<file path="src/rtl/hilo_pkg.sv">
// Purpose: shared types and helpers for the HI/LO multiply control slice.
// Latency: n/a (declarations only).
// Backpressure: n/a.
package hilo_pkg;

    // Control FSM: IDLE accepts requests, RUN waits out the multiplier latency.
    typedef enum logic {
        IDLE = 1'b0,
        RUN  = 1'b1
    } state_t;

    localparam int DEF_WIDTH = 16;

    // Latency counter width; never below one bit, so a 1-cycle multiplier still works.
    function automatic int cnt_width(input int cycles);
        return (cycles > 1) ? $clog2(cycles) : 1;
    endfunction

endpackage

</file>
<file path="src/rtl/hilo_regs.sv">
// Purpose: HI/LO storage with product-capture priority over moves, plus MFHI/MFLO read mux.
// Latency: writes land on the next Clk edge; reads are combinational.
// Backpressure: none; the caller decides when wr_hi/wr_lo/cap may fire.
//
// Ports: clk/rst (async active-high), a = move data, wr_hi/wr_lo = MTHI/MTLO strobes,
//        cap/cap_dat = product capture into {HI,LO}, rd_hi/rd_lo/rd_dat = read port.
module hilo_regs #(
    parameter int WIDTH = 16
) (
    input  logic               clk,
    input  logic               rst,
    input  logic [WIDTH-1:0]   a,
    input  logic               wr_hi,
    input  logic               wr_lo,
    input  logic               cap,
    input  logic [2*WIDTH-1:0] cap_dat,
    input  logic               rd_hi,
    input  logic               rd_lo,
    output logic [WIDTH-1:0]   rd_dat
);

    logic [WIDTH-1:0] hi;
    logic [WIDTH-1:0] lo;

    always_ff @(posedge clk or posedge rst) begin
        if (rst) begin
            hi <= '0;
            lo <= '0;
        end else if (cap) begin
            {hi, lo} <= cap_dat;
        end else begin
            // MTHI and MTLO together write A into both halves.
            if (wr_hi) hi <= a;
            if (wr_lo) lo <= a;
        end
    end

    // HI wins when both reads are requested.
    always_comb begin
        rd_dat = '0;
        if (rd_hi)      rd_dat = hi;
        else if (rd_lo) rd_dat = lo;
    end

endmodule

</file>
<file path="src/rtl/hilo_unit.sv">
// Purpose: MIPS HI/LO control stage; launches the shift-add multiplier and captures its product.
// Latency: product lands in HI/LO exactly MUL_CYCLES edges after the start edge; moves take 1 edge.
// Backpressure: Stall holds upstream whenever any HI/LO request arrives while a multiply is in flight.
//
// Ports: Clk, Reset (async active-high); A/B operands; Op_mult/Op_mthi/Op_mtlo/Rd_hi/Rd_lo requests;
//        Mul_product from the multiplier; Mul_start/Mul_a/Mul_a_reg/Mul_b to it; Hilo_out read data;
//        Busy (multiply in flight); Stall. Optional macro HILO_SIGNED_MULT_EN adds Op_signed.
module hilo_unit
    import hilo_pkg::*;
#(
    parameter int WIDTH      = DEF_WIDTH,
    parameter int MUL_CYCLES = 2 * WIDTH
) (
    input  logic               Clk,
    input  logic               Reset,
    input  logic [WIDTH-1:0]   A,
    input  logic [WIDTH-1:0]   B,
    input  logic               Op_mult,
`ifdef HILO_SIGNED_MULT_EN
    input  logic               Op_signed,
`endif
    input  logic               Op_mthi,
    input  logic               Op_mtlo,
    input  logic               Rd_hi,
    input  logic               Rd_lo,
    input  logic [2*WIDTH-1:0] Mul_product,
    output logic               Mul_start,
    output logic [WIDTH-1:0]   Mul_a,
    output logic [WIDTH-1:0]   Mul_a_reg,
    output logic [WIDTH-1:0]   Mul_b,
    output logic [WIDTH-1:0]   Hilo_out,
    output logic               Busy,
    output logic               Stall
);

    localparam int              CNT_W    = cnt_width(MUL_CYCLES);
    localparam logic [CNT_W-1:0] LAST_CNT = CNT_W'(MUL_CYCLES - 1);

    state_t             state;
    logic [CNT_W-1:0]   count;
    logic [WIDTH-1:0]   a_reg;
    logic [WIDTH-1:0]   b_reg;
    logic [WIDTH-1:0]   mag_a;
    logic [WIDTH-1:0]   mag_b;
    logic [2*WIDTH-1:0] cap_dat;
    logic               run;
    logic               cap;
    logic               any_req;

`ifdef HILO_SIGNED_MULT_EN
    // The multiplier is unsigned: feed it magnitudes and fix the sign on capture.
    logic neg_q;
    assign mag_a   = (Op_signed && A[WIDTH-1]) ? -A : A;
    assign mag_b   = (Op_signed && B[WIDTH-1]) ? -B : B;
    assign cap_dat = neg_q ? -Mul_product : Mul_product;
`else
    assign mag_a   = A;
    assign mag_b   = B;
    assign cap_dat = Mul_product;
`endif

    assign run     = (state == RUN);
    assign cap     = run && (count == LAST_CNT);
    assign any_req = Op_mult | Op_mthi | Op_mtlo | Rd_hi | Rd_lo;

    assign Busy      = run;
    assign Stall     = run & any_req;
    assign Mul_start = ~run & Op_mult;
    // Operands pass straight through in the start cycle, then come from the held copies.
    assign Mul_a     = run ? a_reg : mag_a;
    assign Mul_b     = run ? b_reg : mag_b;
    assign Mul_a_reg = a_reg;

    always_ff @(posedge Clk or posedge Reset) begin
        if (Reset) begin
            state <= IDLE;
            count <= '0;
            a_reg <= '0;
            b_reg <= '0;
`ifdef HILO_SIGNED_MULT_EN
            neg_q <= 1'b0;
`endif
        end else begin
            case (state)
                IDLE: begin
                    if (Op_mult) begin
                        a_reg <= mag_a;
                        b_reg <= mag_b;
                        count <= '0;
                        state <= RUN;
`ifdef HILO_SIGNED_MULT_EN
                        neg_q <= Op_signed & (A[WIDTH-1] ^ B[WIDTH-1]);
`endif
                    end
                end
                RUN: begin
                    count <= count + CNT_W'(1);
                    if (count == LAST_CNT) state <= IDLE;
                end
                default: state <= IDLE;
            endcase
        end
    end

    // Moves only take effect in IDLE; a same-cycle Op_mult drops them.
    hilo_regs #(.WIDTH(WIDTH)) u_regs (
        .clk     (Clk),
        .rst     (Reset),
        .a       (A),
        .wr_hi   (~run & ~Op_mult & Op_mthi),
        .wr_lo   (~run & ~Op_mult & Op_mtlo),
        .cap     (cap),
        .cap_dat (cap_dat),
        .rd_hi   (Rd_hi),
        .rd_lo   (Rd_lo),
        .rd_dat  (Hilo_out)
    );

endmodule

</file>
<file path="config.mk">
export PLATFORM = sky130hd
export DESIGN_NAME = hilo_unit
export DESIGN_NICKNAME = d
export VERILOG_FILES = /design/src/rtl/hilo_pkg.sv /design/src/rtl/hilo_regs.sv /design/src/rtl/hilo_unit.sv
export SDC_FILE = /design/constraint.sdc
export NUM_CORES = 1
export LEC_CHECK = 0
export ABC_AREA = 1
export CAP_MARGIN = 10
export CORE_MARGIN = 2
export CORE_UTILIZATION = 30
export DETAILED_ROUTE_END_ITERATION = 10
export HOLD_SLACK_MARGIN = 0.1
export PLACE_DENSITY = 0.68
export SLEW_MARGIN = 20
export SYNTH_ARGS = -nofsm -noshare
export SYNTH_HDL_FRONTEND = slang
export SYNTH_SLANG_ARGS = --single-unit
</file>
<file path="constraint.sdc">
create_clock -name Clk -period 3.42 [get_ports Clk]
set_input_delay 0.855 -clock Clk [delete_from_list [all_inputs] [get_ports Clk]]
set_output_delay 0.855 -clock Clk [all_outputs]
set_load 0.05 [all_outputs]
</file>
=== Yosys cells after proc, flatten, opt, wreduce, memory -nomap -nowiden ===
Index checks and enable logic that the tools add are counted.

* Flip-flop bits (word level): 70
* Output and inout port bits: 67

* Add/sub/neg operators: 1
* Muxes and demuxes: 13
* Bitwise operators: 11
* Eq/ne operators: 2
* Reductions and logical operators: 4

{| class="wikitable"
|+ Operator list
! cell !! number
|-
| 2-to-1 mux 16 bit || 8
|-
| case mux 5 bit (2 select lines) || 1
|-
| adder 5 x 1 -> 5 bit (second input constant) || 1
|-
| AND 1 bit || 5
|-
| == test 5 bit (second input constant) || 1
|-
| 2-to-1 mux 5 bit || 1
|-
| bitwise OR 1 bit || 4
|-
| nonzero test 2 bit || 2
|-
| 2-to-1 mux 1 bit || 2
|-
| inequality test 2 bit (second input constant) || 1
|-
| inverter 1 bit || 2
|-
| case mux 1 bit (2 select lines) || 1
|-
| AND reduction 2 bit || 1
|-
| logical AND 1 bit || 1
|}

=== Logic depth before layout (Yosys ltp) ===
Gate-level depths: netlist of the first run.

* Depth after elaboration: 5
* Mapped depth: 11
* Mapped depth without buffers: 9

=== By module ===
A second synthesis of the first run with hierarchy kept.

* Cell total of the unflattened synthesis: 490
* Area, all modules: 3712.3 µm²

{| class="wikitable"
|+ Modules (own cells, without submodules)
! module !! area an instance (µm²) !! seq. area each (µm²) !! cells each !! instances
|-
| hilo_unit || 1961.9 || 950.9 || 259 || 1
|-
| hilo_regs || 1750.4 || 800.8 || 231 || 1
|}

=== Worst setup path after synthesis of the first run ===
OpenSTA, ideal clock, no wires.

* Path kind: register to output
* Start: reg state (netlist: Busy)
* End: out Mul_b[11]
* Cell stages (with the launch flop): 4
* Path slack: 419 ps
* Path buffers: 2
* Arrival time: 2146 ps
* Path through: dfrtp_1 -> buf_4 -> clkbuf_1 -> o21ai_0

* Cells in the longest elaborated chain, start to end: 1

{| class="wikitable"
|+ Ends and longest elaborated chain
! item !! RTL line !! source
|-
| start: declaration || hilo_unit.sv:39 || <nowiki>state_t state;</nowiki>
|-
| start signal: assignment || hilo_unit.sv:76 || <nowiki>state <= IDLE;</nowiki>
|-
| start signal: assignment || hilo_unit.sv:90 || <nowiki>state <= RUN;</nowiki>
|-
| start signal: assignment || hilo_unit.sv:98 || <nowiki>if (count == LAST_CNT) state <= IDLE;</nowiki>
|-
| 2-to-1 mux 16 bit || hilo_unit.sv:71 || <nowiki>assign Mul_b = run ? b_reg : mag_b;</nowiki>
|-
| end: declaration || hilo_unit.sv:30 || <nowiki>output logic [WIDTH-1:0] Mul_b,</nowiki>
|}

Every way passes these cells.

=== Final worst setup path of the first run ===
* Start: in Rd_hi
* End: out Hilo_out[3]

* Cells in the longest elaborated chain, start to end: 1

{| class="wikitable"
|+ Ends and longest elaborated chain
! item !! RTL line !! source
|-
| start: declaration || hilo_unit.sv:24 || <nowiki>input logic Rd_hi,</nowiki>
|-
| 2-to-1 mux 16 bit || hilo_regs.sv:41 || <nowiki>if (rd_hi) rd_dat = hi;</nowiki>
|-
| end: declaration || hilo_unit.sv:31 || <nowiki>output logic [WIDTH-1:0] Hilo_out,</nowiki>
|}

Every way passes these cells.

==> run summary, run 1 <==
DPL Wire Length -> 8637 um
Final worst slack -> 319.5 ps
Buffer type at the clock tree root -> sky130_fd_sc_hd__clkbuf_16
Fraction of final layout cells with drive strength greater than 1 -> 0.1267
Die area -> 13,380 um^2
Power share of the sequential group -> 0.245
Placed Instances -> 807
Result of the run -> complete, no violations
DRC violations left -> 0
Share of power burned in combinational logic -> 0.614
Cell type group with the largest total delay on the critical path -> buffers and inverters
First-pass GRT wire length -> 17,930 um
Most common library cell in the layout ignoring fill and taps -> sky130_fd_sc_hd__nand2_1
Die outline width -> 115.7 um
Count of fill cells added during filler insertion -> 1,212
Final wirelength -> 11,300 um
Largest net degree at the start of global routing -> 67
Capture point of the critical path -> Hilo_out[3]
Final net count -> 723
Clock network latency to the later pin of the worst-skew pair -> 330 ps
Number of buffers inserted by hold repair at cts -> 0
Overall global routing resource usage -> 0.1697
Final worst clock skew -> 6.734 ps
Router iterations before antenna repair -> 5
H-Tree Level Count -> 3
Setup repair bufs after CTS -> 0
Type of origin of the critical path -> input port
Reg2Reg Launch Point -> Busy
Share of the cycle needed by the critical path after routing -> 0.9066
Warnings, synthesis -> 0
Wire length per cell after detailed routing -> 13.73 um
Worst hold path cell count -> 2
Core area -> 12,110 um^2
Psw -> 3047 uW
Hold Vio Cnt, Final -> 0
Sequential-to-total area share from yosys stat -> 0.4682
Count of final max-slew check failures -> 0
Worst setup path startpoint -> Rd_hi
Syn Std Cell Area -> 3741 um^2
Clock buffer depth -> 2
Transition at the pin with the smallest max-transition slack -> 687.5 ps
Cell internal pwr -> 3045 uW
Max capacitance violation total -> 0
Total via count in the routed design -> 3,836
Post-place setup slack -> 347.4 ps
Overall die height -> 115.7 um
Number of top-level pins -> 138
Vias in the first global route -> 3,660
Power per cell area -> 1071 nW/um^2
Instance count on the critical path -> 5
Remaining number of nets flagged by the antenna check after routing -> 0
Highest-count cells in the layout ignoring fill and taps -> sky130_fd_sc_hd__nand2_1, sky130_fd_sc_hd__clkdlybuf4s50_1, sky130_fd_sc_hd__nand3_1, sky130_fd_sc_hd__dfrtp_1, sky130_fd_sc_hd__o21ai_0
Synthesis-to-finish area growth -> 52.07%
Hold/Removal Path Class -> flip-flop to flip-flop
Iteration-0 DRC Markers -> 250
Number of clock sinks -> 70
Worst Setup End Kind -> output pin
Register-to-register path setup slack -> 1240 ps
Number of standard cells after synthesis -> 530
Min cycle time layout -> 3101 ps
Overflow after GRT -> 0
Cell breakdown of the critical path -> clkdlybuf4s50_1 -> inv_1 -> nand3_1 -> nand2_1 -> buf_12
Sw Ratio -> 0.5001
Floorplan row count -> 40
Post-layout util -> 0.4697
Largest stage delay on the critical path -> 530 ps
Clock network fraction of design power -> 0.141
Average footprint of a synthesized cell -> 7.059 um^2
Max VDD drop -> 0.8777 mV
Worst path required time -> 2560 ps
Via density -> 4.661
Count of cells resized by post-cts repair -> 0
Leakage dissipation -> 0.002869 uW
Launch point of the worst hold path -> b_reg[4]
Number of antenna violations at the first check in global routing -> 0
Number of buffers and inverters on the critical path -> 3
Weighted congestion reported at the end of routability-driven placement -> 0.8171
Flop and latch count out of synthesis -> 70
Initial Utilization -> 0.3089
Slew margin rel. -> 0.5410
IO Port Bufs -> 137
Worst Reg-to-Reg Cells -> 5
# setup viols final -> 0
Clock buffers created by TritonCTS -> 9
Syn_nets -> 603
Final sum of negative setup slack -> 0 ps
Fmax -> 322.5 MHz
Number of inserted diodes -> 0
Endpoint arrival time on the critical path -> 2250 ps
Highest-delay cell along the critical path -> sky130_fd_sc_hd__clkdlybuf4s50_1
Unrepaired setup endpoints after global routing -> no
Yosys cell types -> 16
Clock edge transition at the registers on the reported setup and hold paths -> 60 ps
Crit Path Max Fanout -> 16
End of the worst register-to-register path -> u_regs.hi[6]
Clock tree from TritonCTS -> yes
Critical Setup Path Class -> input port to output pin
Number of standard cells in the layout, taps in and fillers out -> 823
==> tightest hold or removal path: cells and delay by family, from the launching register on <==
| kind | cells | cell delay, ps |
|---|---|---|
| compound gates | 1 | 50 |
| flops | 1 | 340 |
| simple gates | 1 | 50 |
==> synth_stat cells <==
| cell | number | area share |
|---|---|---|
| sky130_fd_sc_hd__buf_1 | 1 | 0.0010 |
| sky130_fd_sc_hd__buf_2 | 16 | 0.021 |
| sky130_fd_sc_hd__buf_4 | 3 | 0.0060 |
| sky130_fd_sc_hd__buf_6 | 1 | 0.0030 |
| sky130_fd_sc_hd__clkbuf_1 | 15 | 0.015 |
| sky130_fd_sc_hd__dfrtp_1 | 70 | 0.47 |
| sky130_fd_sc_hd__ha_1 | 2 | 0.0067 |
| sky130_fd_sc_hd__inv_1 | 38 | 0.038 |
| sky130_fd_sc_hd__nand2_1 | 224 | 0.22 |
| sky130_fd_sc_hd__nand2_2 | 5 | 0.0084 |
| sky130_fd_sc_hd__nand3_1 | 81 | 0.11 |
| sky130_fd_sc_hd__nand3b_1 | 1 | 0.0020 |
| sky130_fd_sc_hd__nor2_1 | 4 | 0.0040 |
| sky130_fd_sc_hd__nor2_2 | 1 | 0.0017 |
| sky130_fd_sc_hd__o21ai_0 | 67 | 0.090 |
| sky130_fd_sc_hd__or2_2 | 1 | 0.0017 |
==> worst min path at each step <==
stage                     to  slack [ps]
finish              b_reg[4]         480
global route        b_reg[0]         500
CTS                 b_reg[0]         490
detailed placement  b_reg[0]         480
global placement    count[4]         460
floorplan           count[4]         450
==> power groups by stage <==
stage	registers [uW]	clock network [uW]	logic (uW)
final	1490	861	3740
after floorplan	1750	0	2080
after detailed placement	1500	0	3760
after global routing	1550	916	3970
after CTS	1490	877	3770
after global placement	1480	0	3720
==> cells by family (layout without fill, tap and decap cells) <==
| family | count (synthesis) | in the layout | synth area share |
|---|---|---|---|
| fa+ha+maj | 2 | 2 | 0.006688 |
| simple gates | 317 | 317 | 0.3508 |
| buf+inv | 74 | 199 | 0.08461 |
| flops | 70 | 70 | 0.4682 |
| compound gates | 67 | 67 | 0.08963 |
==> per-stage QoR <==
step / area [um^2] / hold slack, ps / power, uW
3_3_place_gp: 5413 / 465.0 / 5201
6_report: 5689 / 481.3 / 6092
2_1_floorplan: 3741 / 448.3 / 3827
4_1_cts: 5689 / 488.8 / 6133
3_5_place_dp: 5413 / 476.0 / 5252
5_1_grt: 5689 / 503.8 / 6436
==> layout make-up <==
| type | instances | area (um^2) | share of cell area |
|---|---|---|---|
| clock inverter | 6 | 47.55 | 0.008357 |
| sequential | 70 | 1753 | 0.3081 |
| multi-input combinational | 386 | 1675 | 0.2945 |
| tap | 168 | 210.2 | 0.03695 |
| clock buffer | 10 | 229.0 | 0.04025 |
| inverter | 38 | 142.6 | 0.02507 |
| timing repair buffer | 145 | 1632 | 0.2868 |
==> layer usage <==
metal | wire (um) | up-vias | track usage
met4 | 257 | 0 | 0.05873
li1 | - | 1915 | -
met5 | 0 | - | 0
met3 | 747 | 19 | 0.04341
met2 | 5384 | 139 | 0.2671
met1 | 4913 | 1763 | 0.2286
Power figures use the tool's default switching activity.
==> run 2, diff against run 1 <==
--- a/config.mk
+++ b/config.mk
@@ -10,4 +10,5 @@
 export CORE_MARGIN = 2
 export CORE_UTILIZATION = 30
+export CTS_CLUSTER_DIAMETER = 120
 export DETAILED_ROUTE_END_ITERATION = 10
 export HOLD_SLACK_MARGIN = 0.1
==> constraint.sdc (replaced) <==
create_clock -name Clk -period 3.42 [get_ports Clk]
set_input_delay 0.855 -clock Clk [delete_from_list [all_inputs] [get_ports Clk]]
set_output_delay 0.855 -clock Clk [all_outputs]
set_load 0.02 [all_outputs]
==> run 2 against run 1 <==
Wire length grew 1.5%. Clock skew is essentially flat. Highest routed layer unchanged. Combinational power shrank 33%. Via count shrank 0.57%. Design area shrank 1.9%. Largest cell class unchanged.
==> run summary, run 2 (same netlist as run 1, synthesis figures left out) <==
Power per cell area -> 896.6 nW/um^2
Critical Setup Path Class -> input port to output pin
Setup repair bufs after CTS -> 0
Count of cells resized by post-cts repair -> 0
Clock network latency to the later pin of the worst-skew pair -> 330 ps
CP dominant cell by count -> sky130_fd_sc_hd__clkdlybuf4s50_1
First-pass GRT wire length -> 18,420 um
Result of the run -> complete, no violations
DPL Wire Length -> 8604 um
Worst path required time -> 2560 ps
Crit Path Max Fanout -> 16
Number of inserted diodes -> 0
Floorplan row count -> 40
Clock buffer depth -> 2
Remaining number of nets flagged by the antenna check after routing -> 0
Min cycle time layout -> 3319 ps
Final worst slack -> 101.1 ps
Highest-delay cell along the critical path -> sky130_fd_sc_hd__clkdlybuf4s50_1
Hold/Removal Path Class -> flip-flop to flip-flop
Cell Area, Placed -> 5270 um^2
Core area -> 12,110 um^2
Overall die height -> 115.7 um
Iteration-0 DRC Markers -> 186
Slew margin rel. -> 0.3817
Die area -> 13,380 um^2
Final worst clock skew -> 6.650 ps
Weighted congestion reported at the end of routability-driven placement -> 0.8954
Hold Vio Cnt, Final -> 0
Post-route cell area -> 5583 um^2
Highest-count cells in the layout ignoring fill and taps -> sky130_fd_sc_hd__nand2_1, sky130_fd_sc_hd__clkdlybuf4s50_1, sky130_fd_sc_hd__nand3_1, sky130_fd_sc_hd__dfrtp_1, sky130_fd_sc_hd__o21ai_0
Final sum of negative setup slack -> 0 ps
Number of antenna violations at the first check in global routing -> 0
Post-layout util -> 0.4610
Initial Utilization -> 0.3089
Vias in the first global route -> 3,769
Max capacitance violation total -> 0
Largest stage delay on the critical path -> 600 ps
Worst hold slack after final layout -> 481.3 ps
Transition at the pin with the smallest max-transition slack -> 924.1 ps
Clock edge transition at the registers on the reported setup and hold paths -> 50 ps
Post-place setup slack -> 124.3 ps
Number of buffers inserted by hold repair at cts -> 0
Leakage dissipation -> 0.002762 uW
Final wirelength -> 11,470 um
Fraction of final layout cells with drive strength greater than 1 -> 0.05191
Via density -> 4.634
Final net count -> 724
Fmax -> 301.3 MHz
Wire length per cell after detailed routing -> 13.94 um
Total via count in the routed design -> 3,814
Most common library cell in the layout ignoring fill and taps -> sky130_fd_sc_hd__nand2_1
Area of combinational cells with multiple inputs -> 1675 um^2
Buffer type at the clock tree root -> sky130_fd_sc_hd__clkbuf_16
Largest net degree at the start of global routing -> 68
Number of clock sinks -> 70
Cell breakdown of the critical path -> clkdlybuf4s50_1 -> inv_1 -> buf_4 -> nand3_1 -> nand2_1 -> clkdlybuf4s50_1
Worst Setup End Kind -> output pin
Endpoint arrival time on the critical path -> 2460 ps
Overall global routing resource usage -> 0.1741
Clock tree from TritonCTS -> yes
Die outline width -> 115.7 um
Synthesis-to-finish area growth -> 49.23%
Sequential Area -> 1753 um^2
IO Port Bufs -> 137
Max VDD drop -> 0.5396 mV
H-Tree Level Count -> 3
Share of the cycle needed by the critical path after routing -> 0.9704
Number of top-level pins -> 138
Overflow after GRT -> 0
Type of origin of the critical path -> input port
Unrepaired setup endpoints after global routing -> no
Clock buffers created by TritonCTS -> 9
Count of final max-slew check failures -> 0
Count of fill cells added during filler insertion -> 1,241
DRC violations left -> 0
# setup viols final -> 0
Router iterations before antenna repair -> 4
[run 2: cell types whose count changed in the layout (fill, tap and decap cells not counted), sizes merged]
cell / before / now
bufinv: 0 / 2
clkinv: 1 / 4
inv: 39 / 38
clkbuf: 10 / 9
clkdlybuf4s50: 87 / 137
buf: 58 / 9
clkinvlp: 4 / 0
[run 2: worst max-delay path: cells and delay by family]
| family | cells | cell delay [ps] |
|---|---|---|
| buf+inv | 4 | 1430 |
| simple gates | 2 | 180 |
[run 2: final cells by class]
class / instances / area share
multi-input combinational: 386 / 0.3001
sequential: 70 / 0.3140
inverter: 38 / 0.02555
clock inverter: 6 / 0.01569
clock buffer: 9 / 0.04034
timing repair buffer: 146 / 0.2667
tap: 168 / 0.03765
[run 2: path summary, 6_finish.rpt]
check,cells past startpoint,from,slack [ps],end
worst max-delay path,6,Rd_hi,100,Hilo_out[1]
worst min register to register,2,count[4],480,count[4]
max in group asynchronous,3,Reset,1750,Busy
min in group asynchronous,2,Reset,990,b_reg[11]
worst min-delay path,2,count[4],480,count[4]
worst max register to register,6,Busy,900,u_regs.hi[10]
[run 2: per-stage QoR]
stage / cells / power (uW)
after global placement: 808 / 3992
final: 823 / 5006
after detailed placement: 808 / 4043
after CTS: 823 / 5051
after global routing: 823 / 5361
after floorplan: 530 / 2863
[run 2: power by group]
part / switching [uW] / internal (uW) / total (uW)
Combinational: 1370 / 1150 / 2520
Clock: 343 / 634 / 977
Sequential: 281 / 1230 / 1510
[run 2: per-layer routing]
layer,vias to the layer above,GRT usage,share of wire
met1,1724,0.2235,0.44
li1,1919,-,-
met4,0,0.08413,0.033
met2,144,0.2760,0.46
met5,-,0,0
met3,27,0.04289,0.068
==> run 3, diff against run 2 <==
CTS_CLUSTER_SIZE = 8   (was unset)
==> results of run 3 <==
The final DEF is identical to that of run 2; final timing and power are the same.
